## config.mk

```make
export PLATFORM = sky130hd
export DESIGN_NAME = fu_csr_q
export DESIGN_NICKNAME = d
export VERILOG_FILES = /design/src/rtl/fu_csr_q.sv
export SDC_FILE = /design/constraint.sdc
export NUM_CORES = 1
export LEC_CHECK = 0
export BUFFER_PORTS_ARGS = -buffer_cell sky130_fd_sc_hd__buf_2
export CELL_PAD_IN_SITES_DETAIL_PLACEMENT = 1
export CELL_PAD_IN_SITES_GLOBAL_PLACEMENT = 1
export CORE_ASPECT_RATIO = 0.75
export CORE_MARGIN = 2
export CORE_UTILIZATION = 30
export DETAILED_ROUTE_END_ITERATION = 10
export GPL_ROUTABILITY_DRIVEN = 0
export HOLD_SLACK_MARGIN = 0.05
export PLACE_DENSITY = 0.57
export SLEW_MARGIN = 20
export SYNTH_ARGS = -nofsm -noshare
export SYNTH_HDL_FRONTEND = slang
export SYNTH_SLANG_ARGS = --single-unit
```

## constraint.sdc

```tcl
create_clock -name clk -period 10.4 [get_ports clk]
set_clock_uncertainty 0.2 [all_clocks]
set_input_delay 1.56 -clock clk [delete_from_list [all_inputs] [get_ports clk]]
set_output_delay 1.56 -clock clk [all_outputs]
set_load 0.01 [all_outputs]
```

## src/rtl/fu_csr_q.sv

```systemverilog
// CSR functional unit with an in-order queue of pending CSR writes that commit at retire.
// Define FU_CSR_FWD_EN to forward queued values to younger CSR ops; otherwise CSR ops fully serialise.
module fu_csr_q #(
    parameter int XLEN  = 64,
    parameter int ID_W  = 6,
    parameter int PRD_W = 7,
    parameter int DEPTH = 4
) (
    input  logic              clk,
    input  logic              rst,
    input  logic              in_valid,
    output logic              in_ready,
    input  logic [1:0]        in_op,
    input  logic [ID_W-1:0]   in_id,
    input  logic [PRD_W-1:0]  in_prd,
    input  logic [11:0]       in_addr,
    input  logic [XLEN-1:0]   in_wdata,
    output logic              out_valid,
    output logic [ID_W-1:0]   out_id,
    output logic [PRD_W-1:0]  out_prd,
    output logic [XLEN-1:0]   out_rdval,
    output logic              out_exc,
    output logic [11:0]       csr_raddr,
    input  logic [XLEN-1:0]   csr_rdata,
    output logic [11:0]       csr_waddr,
    output logic [XLEN-1:0]   csr_wdata,
    output logic              csr_wvalid,
    input  logic              retire_valid,
    input  logic [ID_W-1:0]   retire_id,
    input  logic              squash_valid
);

    localparam int PTR_W = (DEPTH > 1) ? $clog2(DEPTH) : 1;
    localparam int CNT_W = $clog2(DEPTH + 1);
    localparam logic [1:0] OP_READ  = 2'd0;
    localparam logic [1:0] OP_WRITE = 2'd1;
    localparam logic [1:0] OP_SET   = 2'd2;
    localparam logic [1:0] OP_CLEAR = 2'd3;

    logic [ID_W-1:0]  qid_q   [DEPTH];
    logic [11:0]      qaddr_q [DEPTH];
    logic [XLEN-1:0]  qdata_q [DEPTH];

    logic [PTR_W-1:0] head_q, head_d, tail_q, tail_d;
    logic [CNT_W-1:0] count_q, count_d;

    logic             out_valid_q, out_valid_d;
    logic [ID_W-1:0]  out_id_q, out_id_d;
    logic [PRD_W-1:0] out_prd_q, out_prd_d;
    logic [XLEN-1:0]  out_rdval_q, out_rdval_d;
    logic             out_exc_q, out_exc_d;

    logic             exc, accept, enq, pop;
    logic [XLEN-1:0]  old_val, new_val;

    function automatic logic [PTR_W-1:0] ptr_inc(input logic [PTR_W-1:0] p);
        return (p == PTR_W'(DEPTH - 1)) ? '0 : p + PTR_W'(1);
    endfunction

`ifdef FU_CSR_FWD_EN
    localparam logic [CNT_W-1:0] DEPTH_C = CNT_W'(DEPTH);
    localparam logic [PTR_W:0]   DEPTH_W = (PTR_W + 1)'(DEPTH);
    logic [PTR_W:0] slot;

    assign in_ready = (count_q < DEPTH_C);

    // Walk oldest to youngest so the last match is the youngest queued value.
    always_comb begin
        old_val = csr_rdata;
        slot    = '0;
        for (int i = 0; i < DEPTH; i++) begin
            slot = {1'b0, head_q} + (PTR_W + 1)'(i);
            if (slot >= DEPTH_W) slot = slot - DEPTH_W;
            if ((CNT_W'(i) < count_q) && (qaddr_q[slot[PTR_W-1:0]] == in_addr))
                old_val = qdata_q[slot[PTR_W-1:0]];
        end
    end
`else
    assign in_ready = (count_q == '0);

    always_comb begin
        old_val = csr_rdata;
    end
`endif

    assign csr_raddr = in_addr;

    always_comb begin
        exc = (in_addr[9:8] != 2'b11) || ((in_op != OP_READ) && (in_addr[11:10] == 2'b11));
        case (in_op)
            OP_WRITE: new_val = in_wdata;
            OP_SET:   new_val = old_val | in_wdata;
            OP_CLEAR: new_val = old_val & ~in_wdata;
            default:  new_val = old_val;
        endcase
        accept = in_valid && in_ready && !squash_valid;
        enq    = accept && !exc && (in_op != OP_READ);
        pop    = retire_valid && (count_q != '0) && (qid_q[head_q] == retire_id);
    end

    // Squash still lets a same-cycle retire commit, then empties the queue.
    always_comb begin
        head_d  = head_q;
        tail_d  = tail_q;
        count_d = count_q;
        if (squash_valid) begin
            head_d  = '0;
            tail_d  = '0;
            count_d = '0;
        end else begin
            if (pop) head_d = ptr_inc(head_q);
            if (enq) tail_d = ptr_inc(tail_q);
            case ({enq, pop})
                2'b10:   count_d = count_q + CNT_W'(1);
                2'b01:   count_d = count_q - CNT_W'(1);
                default: count_d = count_q;
            endcase
        end
    end

    always_comb begin
        out_valid_d = accept;
        out_id_d    = out_id_q;
        out_prd_d   = out_prd_q;
        out_rdval_d = out_rdval_q;
        out_exc_d   = out_exc_q;
        if (accept) begin
            out_id_d    = in_id;
            out_prd_d   = in_prd;
            out_rdval_d = exc ? '0 : old_val;
            out_exc_d   = exc;
        end
    end

    always_ff @(posedge clk or posedge rst) begin
        if (rst) begin
            head_q      <= '0;
            tail_q      <= '0;
            count_q     <= '0;
            out_valid_q <= 1'b0;
            out_id_q    <= '0;
            out_prd_q   <= '0;
            out_rdval_q <= '0;
            out_exc_q   <= 1'b0;
        end else begin
            head_q      <= head_d;
            tail_q      <= tail_d;
            count_q     <= count_d;
            out_valid_q <= out_valid_d;
            out_id_q    <= out_id_d;
            out_prd_q   <= out_prd_d;
            out_rdval_q <= out_rdval_d;
            out_exc_q   <= out_exc_d;
        end
    end

    always_ff @(posedge clk) begin
        if (enq) begin
            qid_q[tail_q]   <= in_id;
            qaddr_q[tail_q] <= in_addr;
            qdata_q[tail_q] <= new_val;
        end
    end

    assign out_valid  = out_valid_q;
    assign out_id     = out_id_q;
    assign out_prd    = out_prd_q;
    assign out_rdval  = out_rdval_q;
    assign out_exc    = out_exc_q;
    assign csr_waddr  = qaddr_q[head_q];
    assign csr_wdata  = qdata_q[head_q];
    assign csr_wvalid = pop;

endmodule
```

==> run_results.csv, run 1 <==
group,metric,value,unit
status,status,"completed",
routing,vias_per_cell,4.74,
sta,hold_viol_final,0,
worst_hold_path,hold_path.class,"flip-flop to flip-flop",
floorplanning,fp-row-count,74,
power_and_ir_drop,p_total,3.93,mW
synthesis,synth_area,16600,um2
critical_path,critPathLaunchType,"flip-flop",
sta,drv_slew,0,
routing,vias,9551,
clocking,cts_resized,0,
critical_path,path_cells,"mux4_2, xnor2_1, nand4b_1, nor2_1, buf_2",
routing,drt_wl_total,44.3,mm
power_and_ir_drop,powerDensity,192,nW/um2
sta,slew_headroom,0.300,
floorplanning,design.die.area,57100,um2
final_layout,antenna_cells,0,
critical_path,crit_arrival,3270,ps
clocking,cts_setup_buffers,0,
sta,fin_crit,5030,ps
clocking,htree_num_levels,2,
global_routing,antenna_found_initial,1,
synthesis,synth_top_cell_area_share,0.595,
critical_path,crit_path_max_incr_delay,990,ps
synthesis,synth_edf_count,328,
global_routing,grtUsageTotal,0.154,
synthesis,synth_common_cells,"edfxtp_1, a21oi_1, dfrtp_1",
critical_path,cp.required,8640,ps
critical_path,slowest_stage,"dfrtp_4",
place,numPortBuffers,334,
synthesis,yosysTopAreaCell,"edfxtp_1",
global_routing,grt_max_degree,72,
sta,fin_crit_sh,0.484,
synthesis,yosys-top-cells-area,"edfxtp_1, dfrtp_1, mux4_2",
sta,rsz0062_at_grt,"false",
critical_path,crit_family,"flip-flops",
clocking,cts_hold_buf,0,
synthesis,ys.flop_type,"edfxtp_1",
critical_path,path_buf_inv,1,
critical_path,path_class,"flip-flop to output pin",
final_layout,synthToLayoutAreaGrowth,23.5,%
sta,setup_viol,0,
routing,wire_per_inst,22.0,um
critical_path,path_max_fanout,40,
sta,fin_tns_setup,0,ps
clocking,path_clk_slew,60,ps
power_and_ir_drop,worst_ir_drop_vdd,0.000125,V
synthesis,synthArstFlopShare,0.208,
synthesis,ys_warn_count,0,
floorplanning,start_util,0.304,
clocking,clk_latency,550,ps
place,place_area,19000,um2
place,detailed_place_hpwl,28.3,mm
global_routing,grt_overflow,0,
final_layout,final_nets,1430,
floorplanning,die-height,207,um
routing,ant_nets,0,
global_routing,grt_pass1_wl,65.9,mm
flow_run,cap_violations,0,
sta,timing.fmax,199,MHz
critical_path,crit_path_end_kind,"output pin",
clocking,root_buffer,"clkbuf_16",
routing,drc,0,
floorplanning,pin_count,335,
clocking,cts_buffer_depth,3,
synthesis,synth.avg_cell_area,17.8,um2
synthesis,synthCells,933,
final_layout,final_cell_area,20500,um2
clocking,numCtsBuffers,46,
synthesis,synth_cell_types,36,
synthesis,syn-num-nets,1105,
synthesis,synth.most_common_cell,"edfxtp_1",
floorplanning,coreArea,54500,um2
sta,tightestPinTransition,1050,ps
clocking,tritoncts,"yes",
global_routing,grt_pass1_vias,10200,
routing,drtIter0Drc,728,
routing,drt-pass1-iter-count,4,
final_layout,nFillCells,5552,
power_and_ir_drop,leakagePower,7.56,nW
clocking,cts_sinks,414,
floorplanning,die_width,275,um
synthesis,seq_area_frac_synth,0.725,
final_layout,drive_gt1_frac,0.391,
synthesis,ys_ff_latch,414,
sta,whs,269,ps
[placed cells by master (no fill, tap or decap), types with 3 or more instances in the layout]
master	n
a21oi_1	133
a22o_1	64
and3_4	4
buf_2	333
buf_4	14
bufinv_16	3
clkbuf_1	13
clkbuf_16	49
clkbuf_8	4
clkinv_1	4
clkinv_2	10
dfrtp_1	84
edfxtp_1	328
ha_1	5
inv_1	4
mux2i_1	11
mux4_2	78
nand2_1	49
xnor2_1	74
[metal layers]
layer / track usage / vias up / wire (um) / share of wire
met3: 0.0465 / 50 / 3260 / 0.074
met1: 0.208 / 4930 / 19800 / 0.45
met5: 0 / - / 11 / 0.00025
met2: 0.243 / 257 / 20600 / 0.46
met4: 0.0354 / 2 / 681 / 0.015
li1: - / 4312 / - / -
[worst reg2reg max path, stage by stage (launching register included)]
cell and delay, ps:
dfrtp_4 990, mux4_2 680, xnor2_1 170, nand4b_1 330, nor2_1 100, fa_1 520, or4b_1 430, nand3_1 90
[state kept, by name, indices dropped and copies added (netlist names)]
register   count
count_q        3
head_q         2
out_exc        1
out_id         6
out_prd        7
out_rdval     64
out_valid      1
qaddr_q       48
qdata_q      256
qid_q         24
tail_q         2
[stage by stage]
| step | worst slack (ps) | util | instances |
|---|---|---|---|
| floorplan | 5080 | - | 933 |
| global placement | 4980 | 0.348 | 1932 |
| detailed placement | 4970 | 0.348 | 1932 |
| CTS | 5170 | 0.375 | 2017 |
| global route | 5060 | 0.375 | 2017 |
| finish | 5370 | 0.375 | 2017 |
[power by group]
part	switching, mW	internal [mW]
combinational	0.234	0.162
sequential	0.0410	1.88
clock	0.648	0.962
total	0.923	3.01
[cell families (layout without fill, tap and decap cells)]
kind of cell,Yosys count,count (layout),share of synthesized area
flops,414,414,0.725
compound gates,201,201,0.0762
mux,90,90,0.114
buf+inv,76,438,0.0214
xor+xnor,74,74,0.0391
simple gates,72,72,0.0200
fa+ha+maj,6,6,0.00499
[final timing paths]
check                                       startpoint                         to  slack (ps)  depth (start not counted)
worst max-delay path             head_q[0]$_DFFE_PP0P_                 csr_wvalid        5370                          5
worst min-delay path            out_prd[5]$_DFFE_PP0N_     out_prd[5]$_DFFE_PP0N_         270                          2
worst max register to register   head_q[0]$_DFFE_PP0P_     count_q[1]$_DFFE_PP0P_        6820                          7
worst min register to register  out_prd[5]$_DFFE_PP0N_     out_prd[5]$_DFFE_PP0N_         270                          2
max in group asynchronous                          rst      head_q[0]$_DFFE_PP0P_        8020                          3
min in group asynchronous                          rst  out_rdval[36]$_DFFE_PP0N_         860                          2
[final cells by class]
class / instances / area, um2 / area share
sequential: 414 / 12000 / 0.587
multi-input combinational: 443 / 4250 / 0.208
timing repair buffer: 347 / 1770 / 0.0866
clock buffer: 66 / 1330 / 0.0650
tap: 722 / 903 / 0.0442
clock inverter: 19 / 170 / 0.00832
inverter: 6 / 25.0 / 0.00122
Power figures use the tool's default switching activity.
==> run 2: changes to the inputs <==
--- a/config.mk
+++ b/config.mk
@@ -14,7 +14,7 @@
 export DETAILED_ROUTE_END_ITERATION = 10
 export GPL_ROUTABILITY_DRIVEN = 0
 export HOLD_SLACK_MARGIN = 0.05
-export PLACE_DENSITY = 0.57
+export PLACE_DENSITY = 0.59
 export SLEW_MARGIN = 20
 export SYNTH_ARGS = -nofsm -noshare
 export SYNTH_HDL_FRONTEND = slang
==> constraint.sdc (replaced) <==
create_clock -name clk -period 4.3 [get_ports clk]
set_clock_uncertainty 0.2 [all_clocks]
set_input_delay 0.645 -clock clk [delete_from_list [all_inputs] [get_ports clk]]
set_output_delay 0.645 -clock clk [all_outputs]
set_load 0.01 [all_outputs]
==> run_results.csv, run 2 (same netlist as run 1, synthesis figures left out) <==
group,metric,value,unit
floorplanning,start_util,0.304,
clocking,cts_resized,0,
routing,wire_per_inst,21.7,um
final_layout,mostFrequentLayoutCell,"buf_2",
sta,rsz0062_at_grt,"false",
routing,drc,0,
clocking,numCtsBuffers,44,
clocking,cts_buffer_depth,3,
clocking,cts_sinks,414,
sta,whs,86.9,ps
global_routing,grtUsageTotal,0.153,
sta,fin_crit,3820,ps
routing,drt_wl_total,44.0,mm
place,numPortBuffers,334,
clocking,tritoncts,"yes",
place,pre_cts_ws,901,ps
floorplanning,die-height,207,um
place,detailed_place_hpwl,27.6,mm
clocking,htree_num_levels,2,
routing,drt-pass1-iter-count,4,
flow_run,cap_violations,0,
power_and_ir_drop,p_total,9.40,mW
final_layout,mostFrequentLayoutCells,"buf_2, edfxtp_1, a21oi_1",
final_layout,utilization,0.376,
critical_path,crit_path_end_kind,"output pin",
critical_path,crit_path_max_incr_delay,920,ps
floorplanning,design.die.area,57100,um2
floorplanning,die_width,275,um
critical_path,critPathLaunchType,"flip-flop",
place,place_area,19100,um2
critical_path,slowest_stage,"dfrtp_4",
sta,timing.fmax,262,MHz
sta,hold_viol_final,0,
status,status,"completed",
power_and_ir_drop,powerDensity,458,nW/um2
critical_path,crit_arrival,2970,ps
clocking,path_clk_slew,60,ps
final_layout,largest_register,"qdata_q",
final_layout,final_cells,2021,
clocking,root_buffer,"clkbuf_16",
final_layout,synthToLayoutAreaGrowth,23.9,%
critical_path,path_class,"flip-flop to output pin",
floorplanning,fp-row-count,74,
global_routing,grt_overflow,0,
place,placed_cells,1938,
critical_path,cp.required,3450,ps
critical_path,path_max_fanout,46,
final_layout,final_cell_area,20500,um2
final_layout,drive_gt1_frac,0.391,
sta,fin_tns_setup,0,ps
global_routing,grt_pass1_wl,66.4,mm
final_layout,largest_register_ffs,256,
global_routing,grt_max_degree,83,
global_routing,grt_pass1_vias,10500,
sta,setup_viol,0,
critical_path,path_cells,"mux2i_1, xnor2_1, nor4_1, mux2i_2, nor2_1, buf_2",
worst_hold_path,hold_path.class,"primary input to flip-flop",
power_and_ir_drop,leakagePower,7.58,nW
floorplanning,pin_count,335,
final_layout,final_nets,1436,
sta,fin_crit_sh,0.888,
routing,ant_nets,0,
sta,slew_headroom,0.417,
clocking,clk_latency,560,ps
global_routing,antenna_found_initial,2,
sta,drv_slew,0,
routing,vias_per_cell,4.82,
floorplanning,coreArea,54500,um2
power_and_ir_drop,worst_ir_drop_vdd,0.000274,V
routing,drtIter0Drc,540,
routing,vias,9746,
sta,tightestPinTransition,874,ps
sta,finalWorstSetupSlack,483,ps
-- run 2: cell types whose count changed in the layout (fill, tap and decap cells not counted), sizes merged --
cell / previous run / this run
bufinv: 3 / 4
clkbuf: 66 / 58
diode: 0 / 1
dlygate4sd3: 0 / 2
clkinvlp: 2 / 1
clkinv: 14 / 17
buf: 347 / 353
-- run 2: routing by layer --
metal,vias to the layer above,wire length (um),track usage
li1,4329,-,-
met1,5081,20100,0.213
met2,282,20400,0.243
met3,54,2840,0.0371
met4,0,676,0.0352
met5,-,0,0
-- run 2: final timing paths --
check	from	end	slack, ps	depth (start not counted)
max reg2reg	head_q[1]$_DFFE_PP0P_	count_q[1]$_DFFE_PP0P_	920	8
max	head_q[1]$_DFFE_PP0P_	csr_wvalid	480	6
min reg2reg	out_id[4]$_DFFE_PP0N_	out_id[4]$_DFFE_PP0N_	270	2
min	in_prd[1]	out_prd[1]$_DFFE_PP0N_	90	3
min in group asynchronous	rst	out_prd[0]$_DFFE_PP0N_	550	3
max in group asynchronous	rst	out_rdval[1]$_DFFE_PP0N_	2600	4
-- run 2: power by group --
part,total [mW],internal [mW],switching (mW),leakage [nW]
clock network,3.79,2.21,1.58,0.697
logic,0.961,0.397,0.565,2.79
registers,4.65,4.55,0.0988,4.09
total,9.40,7.16,2.24,7.58
-- run 2: area by class of cell --
class / count / area [um2]
Fill cell: 5552 / 34000
Clock inverter: 22 / 209
Inverter: 6 / 25.0
Clock buffer: 58 / 1200
Antenna cell: 1 / 2.50
Timing Repair Buffer: 355 / 1910
Tap cell: 722 / 903
Sequential cell: 414 / 12000
Multi-Input combinational cell: 443 / 4250
-- run 2: worst max-delay path, delay by kind of cell, from the launching register on --
kind | cells | cell delay, ps
buffers and inverters | 1 | 190
XOR/XNOR | 1 | 100
AND/OR/NAND/NOR | 2 | 660
flip-flops | 1 | 920
multiplexers | 2 | 550
-- run 2: timing repair --
| item | in CTS | in global routing |
|---|---|---|
| hold buffers | 2 | 0 |
| buffers inserted | 0 | 0 |
| endpoints found under the hold margin | 42 | 0 |
| endpoints found under the setup margin | 0 | 0 |
